===== config.mk =====
export PLATFORM = sky130hd
export DESIGN_NAME = sync_fifo_param
export DESIGN_NICKNAME = d
export VERILOG_FILES = /design/src/rtl/sync_fifo_param.sv
export SDC_FILE = /design/constraint.sdc
export NUM_CORES = 1
export LEC_CHECK = 0
export CELL_PAD_IN_SITES_DETAIL_PLACEMENT = 0
export CELL_PAD_IN_SITES_GLOBAL_PLACEMENT = 1
export CORE_MARGIN = 8
export CORE_UTILIZATION = 30
export CTS_BUF_LIST = sky130_fd_sc_hd__clkbuf_16
export DETAILED_ROUTE_END_ITERATION = 10
export GPL_ROUTABILITY_DRIVEN = 0
export PLACE_DENSITY = 0.57
export SLEW_MARGIN = 40
export SYNTH_ARGS = -nofsm -noshare
export SYNTH_HDL_FRONTEND = slang
export SYNTH_SLANG_ARGS = --single-unit

===== constraint.sdc =====
create_clock -name clk -period 6.28 [get_ports clk]
set_input_delay 1.884 -clock clk [delete_from_list [all_inputs] [get_ports clk]]
set_output_delay 1.884 -clock clk [all_outputs]
set_load 0.03 [all_outputs]

===== src/rtl/sync_fifo_param.sv =====
// sync_fifo_param: parametrised single-clock FIFO with programmable
// almost-full/almost-empty thresholds, sticky overflow/underflow flags,
// a read-valid strobe and an optional first-word-fall-through read mode.
module sync_fifo_param #(
    parameter int unsigned DATA_W = 8,
    parameter int unsigned DEPTH  = 16,
    parameter int unsigned AF_TH  = DEPTH - 2,
    parameter int unsigned AE_TH  = 2,
    parameter int unsigned FWFT   = 0
) (
    input  logic                     clk,
    input  logic                     rst_n,
    input  logic                     wr_en,
    input  logic [DATA_W-1:0]        data_in,
    output logic                     full,
    output logic                     almost_full,
    input  logic                     rd_en,
    output logic [DATA_W-1:0]        data_out,
    output logic                     rd_valid,
    output logic                     empty,
    output logic                     almost_empty,
    output logic [$clog2(DEPTH):0]   fifo_words,
    output logic                     overflow,
    output logic                     underflow,
    input  logic                     clr_err
);

    localparam int unsigned ADDR_W = $clog2(DEPTH);
    localparam int unsigned CNT_W  = ADDR_W + 1;

    localparam logic [CNT_W-1:0] DEPTH_C = CNT_W'(DEPTH);
    localparam logic [CNT_W-1:0] AF_C    = CNT_W'(AF_TH);
    localparam logic [CNT_W-1:0] AE_C    = CNT_W'(AE_TH);

    logic [DATA_W-1:0] mem_q [DEPTH];

    logic [ADDR_W-1:0] wr_ptr_q, wr_ptr_d;
    logic [ADDR_W-1:0] rd_ptr_q, rd_ptr_d;
    logic [CNT_W-1:0]  count_q, count_d;
    logic [DATA_W-1:0] data_out_q, data_out_d;
    logic              rd_valid_q, rd_valid_d;
    logic              overflow_q, overflow_d;
    logic              underflow_q, underflow_d;

    logic              wr_acc;
    logic              rd_acc;
    logic [DATA_W-1:0] head;

    // Status flags are pure functions of the registered occupancy.
    always_comb begin
        full         = (count_q == DEPTH_C);
        empty        = (count_q == '0);
        almost_full  = (count_q >= AF_C);
        almost_empty = (count_q <= AE_C);
        fifo_words   = count_q;
        overflow     = overflow_q;
        underflow    = underflow_q;
    end

    // Accept handshakes against the pre-edge full/empty state.
    always_comb begin
        wr_acc = wr_en & ~full;
        rd_acc = rd_en & ~empty;
        head   = mem_q[rd_ptr_q];
    end

    // Read port: fall-through shows the head word directly, zeroed while empty
    // so the reset value of data_out matches standard mode.
    always_comb begin
        if (FWFT != 0) begin
            data_out = empty ? '0 : head;
            rd_valid = ~empty;
        end else begin
            data_out = data_out_q;
            rd_valid = rd_valid_q;
        end
    end

    // Next-state for pointers, occupancy, registered read data and error flags.
    always_comb begin
        wr_ptr_d    = wr_ptr_q;
        rd_ptr_d    = rd_ptr_q;
        count_d     = count_q;
        data_out_d  = data_out_q;
        rd_valid_d  = 1'b0;
        overflow_d  = clr_err ? 1'b0 : overflow_q;
        underflow_d = clr_err ? 1'b0 : underflow_q;

        if (wr_acc) begin
            wr_ptr_d = wr_ptr_q + ADDR_W'(1);
        end
        if (rd_acc) begin
            rd_ptr_d   = rd_ptr_q + ADDR_W'(1);
            data_out_d = head;
            rd_valid_d = 1'b1;
        end

        unique case ({wr_acc, rd_acc})
            2'b10:   count_d = count_q + CNT_W'(1);
            2'b01:   count_d = count_q - CNT_W'(1);
            default: count_d = count_q;
        endcase

        // A new error in the same cycle as clr_err takes priority.
        if (wr_en & full) begin
            overflow_d = 1'b1;
        end
        if (rd_en & empty) begin
            underflow_d = 1'b1;
        end
    end

    // Control and status registers with asynchronous reset.
    always_ff @(posedge clk or negedge rst_n) begin
        if (!rst_n) begin
            wr_ptr_q    <= '0;
            rd_ptr_q    <= '0;
            count_q     <= '0;
            data_out_q  <= '0;
            rd_valid_q  <= 1'b0;
            overflow_q  <= 1'b0;
            underflow_q <= 1'b0;
        end else begin
            wr_ptr_q    <= wr_ptr_d;
            rd_ptr_q    <= rd_ptr_d;
            count_q     <= count_d;
            data_out_q  <= data_out_d;
            rd_valid_q  <= rd_valid_d;
            overflow_q  <= overflow_d;
            underflow_q <= underflow_d;
        end
    end

    // Storage array; contents are deliberately not reset.
    always_ff @(posedge clk) begin
        if (wr_acc) begin
            mem_q[wr_ptr_q] <= data_in;
        end
    end

endmodule


Word level (Yosys, flattened, before mapping) --
Memories as Yosys holds them, arrays and structs flattened. A register that Yosys moved wholly into a read port is not among the register bits. Index checks and enable logic that the tools add are counted.
Operators by class: $add $sub $neg 4, order comparisons 2, eq/ne operators 3, multiplexer cells 7, bitwise operators 6, reduce and logical (&&, ||, !) cells 5
Operator list (count):
- $pmux W5 S2 | 1
- $add A4 B1 Y4 const B | 2
- $mux W1 | 6
- $reduce_bool A2 Y1 | 3
- $add A5 B1 Y5 const B | 1
- $eq A5 B5 Y1 const B | 1
- $ge A5 B4 Y1 const B | 1
- $le A5 B2 Y1 const B | 1
- $logic_not A5 Y1 | 1
- $sub A5 B1 Y5 const B | 1
- $and A1 B1 Y1 | 4
- $eq A2 B1 Y1 const B | 1
- $eq A2 B2 Y1 const B | 1
- $not A1 Y1 | 2
- $logic_not A1 Y1 | 1
Word-level totals: register bits after elaboration 16, RAM bits 128, bits of input ports 13, output and inout port bits 20, memories kept 1
Memories:
- mem_q | depth 16, bits a word 8, read ports 1, clocked after memory_dff 1, wr ports 1, line 35 | logic [DATA_W-1:0] mem_q [DEPTH];

Logic depth before layout (Yosys ltp) --
word-level depth 5, depth in mapped cells 12, mapped depth without buffers 10

Least setup slack after synthesis --
OpenSTA, ideal clock, no wires.
kind register -> output, from register count_q[2] (netlist: fifo_words[2]), to output port almost_empty, data arrival time 2287 ps, data required time 4396 ps, setup slack 2109 ps, cell stages (with the launch flop) 3, cell sequence dfrtp_1 > clkbuf_1 > a2111oi_0
On the way: word-level cells in the longest chain between the ends 1
RTL lines:
- from (decl) | line 39 | logic [CNT_W-1:0] count_q, count_d;
- from (signal assigned) | line 126 | count_q <= count_d;
- $le A5 B2 Y1 | line 54 | almost_empty = (count_q <= AE_C);
- to (decl) | line 21 | output logic almost_empty,
No other way between the ends.

Worst setup path after layout --
from register count_q[1] (netlist: fifo_words[1]), to output port full
On the way: word-level cells in the longest chain between the ends 1
RTL lines:
- $eq A5 B5 Y1 | line 51 | full = (count_q == DEPTH_C);
- to (decl) | line 15 | output logic full,
No other way between the ends.

==> metrics.yaml <==
ys_async_sr_fraction_pct: 15.8
slew_viol_final: 0
n_antenna_cell: 0
crit_type: "flip-flop to output pin"
nets: 394
pin_count: 33
syn2layout_area_growth_pct: 20.5
grt.total_usage_pct: 10.3
status: "complete, no violations"
rsz0062_at_grt: "no"
p_clk_share_pct: 30.8
wl_per_cell_um: 19.3
avgViaCountPerCell: 4.62
yosysMostFrequentCell: "edfxtp_1"
worstHoldPathCells: 1
ys_warn_count: 0
grt_pass1_vias: 3220
dpl.hpwl_mm: 7.97
syn_avg_cell_area_um2: 18.7
fin_crit_sh_pct: 67.6
synthesis.area_mm2: 0.00621
path_clk_slew_ns: 0.06
ant_nets: 0
placed_cells: 623
p_switching_mw: 1.11
grt_pass1_wl_mm: 19.8
vias: 3026
worstMarginPinSlew_ns: 0.766
ys_seq_elements: 152
syn_inst: 333
yosys.area.top_type_share_pct: 61.9
clock_skew_ns: 0.00623
worst_slack_ns: 2.03
maxSlewHeadroom_pct: 48.8
p_per_area_mw_per_mm2: 468
num_rows: 52
ys_seq_area_share_pct: 71.5
hold_viol_final: 0
setup_viol: 0
place_ws_ns: 1.79
clkLatencyLatePin_ns: 0.42
cts.path.max_buffers: 2
final_cells: 655
cts_resized: 0
initial_core_util_pct: 30.6
drive_gt1_share_pct: 24.9
grt_max_degree: 35
netSwitchingFraction_pct: 31.7
finalSetupTns_ns: 0
period_needed_ns: 4.25
crit_arrival_ns: 2.36
synth_top_area_cell: "edfxtp_1"
cts_setup_buffers: 0
fill_cells: 1860
cts_root_buf: "clkbuf_16"
synth_area_leaders: "edfxtp_1 62%, mux4_2 12%, dfrtp_1 9.7%, mux2i_1 2.6%, o221ai_2 1.9%"
ys_top_cells_by_count: "128 x edfxtp_1, 32 x mux4_2, 24 x dfrtp_1"
path_max_fanout: 11
die_height_um: 160
pwr-share-comb_pct: 30.1
reg2reg_setup_slack_ns: 2.84
ys_types: 42
fin_util_pct: 36.9
wirelength_mm: 12.6
synth_fp_nets: 355
leakage_nw: 2.51
power.total_mw: 3.50
cts_buffers: 17
synth-edff-count: 128
drt-pass1-iter-count: 6
seq_area_mm2: 0.00445
grt_antenna_before_repair: 0
required_ns: 4.40
cts_hold_buf: 0
vdd_ir_drop_max_mv: 0.222
crit_path_start_kind: "flip-flop"
ys.flop_type: "edfxtp_1"
r2r_cells: 10
die_area_mm2: 0.0256
htree_levels: 4
first_iter_violations: 201
fmax_mhz: 235
hp-class: "flip-flop to flip-flop"
coreArea_mm2: 0.0203
drv_cap: 0
p_int_mw: 2.39
port_buffers: 32
cts_tree: "built"
p_seq_share_pct: 39.1
drc: 0
numClockSinks: 152
crit_path_end_kind: "output pin"
multiInputGateArea_mm2: 0.00168
die_x_um: 160
grt_overflow: 0
==> final cells by class <==
class                   count  area share, %
clock inverters            15           2.69
repair buffers             39           4.98
well taps                 270           4.51
clock buffers              17           5.68
flip-flops and latches    152           59.4
multi-input cells         155           22.4
inverters                   7          0.351
==> cells by family after synthesis <==
family,synth area share [%]
AOI/OAI and AO/OA,3.95
muxes,14.4
adders and majority gates,1.81
DFF,71.5
buffers and inverters,2.11
and+or+nand+nor,4.95
xor gates and xnor gates,1.27
==> per-layer routing <==
layer / track usage, % / wire length, um
met2: 17.0 / 6320
met4: 3.19 / 137
met3: 3.37 / 711
met1: 12.7 / 5460
met5: 0 / 0
==> layout by cell type (no fill, tap or decap), types with 2 or more instances in the layout <==
cell type / Yosys / routed
mux4_2: 32 / 32
a22o_1: 2 / 2
ha_1: 9 / 9
inv_1: 6 / 9
nor3_1: 4 / 3
nor2_2: 0 / 11
clkbuf_16: 0 / 17
bufinv_16: 0 / 4
a21oi_1: 3 / 3
buf_4: 0 / 7
nor2_1: 18 / 7
inv_6: 0 / 3
o21ai_0: 4 / 4
o221ai_2: 8 / 8
nand2b_1: 3 / 3
clkinv_4: 0 / 2
edfxtp_1: 128 / 128
nor2b_1: 3 / 3
clkdlybuf4s50_1: 0 / 32
clkinvlp_4: 0 / 2
xnor2_1: 6 / 6
nand2_1: 23 / 23
nand3_1: 2 / 2
nand4_1: 2 / 2
xor2_1: 3 / 3
mux2i_1: 16 / 16
dfrtp_1: 24 / 23
==> worst max-delay path, cell delays in order (launching register included) <==
cell	delay (ns)
dfrtp_1	0.50
or4_4	0.61
nor2_1	0.15
clkdlybuf4s50_1	0.70
==> metrics by stage <==
| step | hold slack, ns | cell area (um^2) |
|---|---|---|
| 3_5_place_dp | 0.497 | 6860 |
| 3_3_place_gp | 0.493 | 6820 |
| 2_1_floorplan | 0.543 | 6210 |
| 5_1_grt | 0.540 | 7480 |
| 4_1_cts | 0.514 | 7480 |
| 6_report | 0.512 | 7480 |
==> sequential cells by signal (all words and copies together) (netlist names) <==
register and count:
mem_q 128, fifo_words 5, rd_ptr_q 4, wr_ptr_q 4
data_out 8, underflow 1, rd_valid 1, overflow 1
==> path summary, 6_finish.rpt <==
check	from	end
max in group asynchronous	rst_n	rd_ptr_q[2]$_DFFE_PN0P_
hold / removal	underflow$_DFFE_PN0P_	underflow$_DFFE_PN0P_
hold reg to reg	underflow$_DFFE_PN0P_	underflow$_DFFE_PN0P_
setup / recovery	fifo_words[1]$_DFFE_PN0P_	full
min in group asynchronous	rst_n	fifo_words[3]$_DFFE_PN0P_
setup reg to reg	fifo_words[1]$_DFFE_PN0P_	fifo_words[4]$_DFFE_PN0P_
==> power by group through the flow <==
stage	Clock [mW]	Combinational (mW)	Sequential (mW)
final	1.08	1.05	1.37
after global routing	1.14	1.15	1.39
after CTS	1.10	1.08	1.37
after detailed placement	0	1.08	1.39
after global placement	0	1.06	1.39
after floorplan	0	0.716	1.41
(Power assumes the default switching activity.)
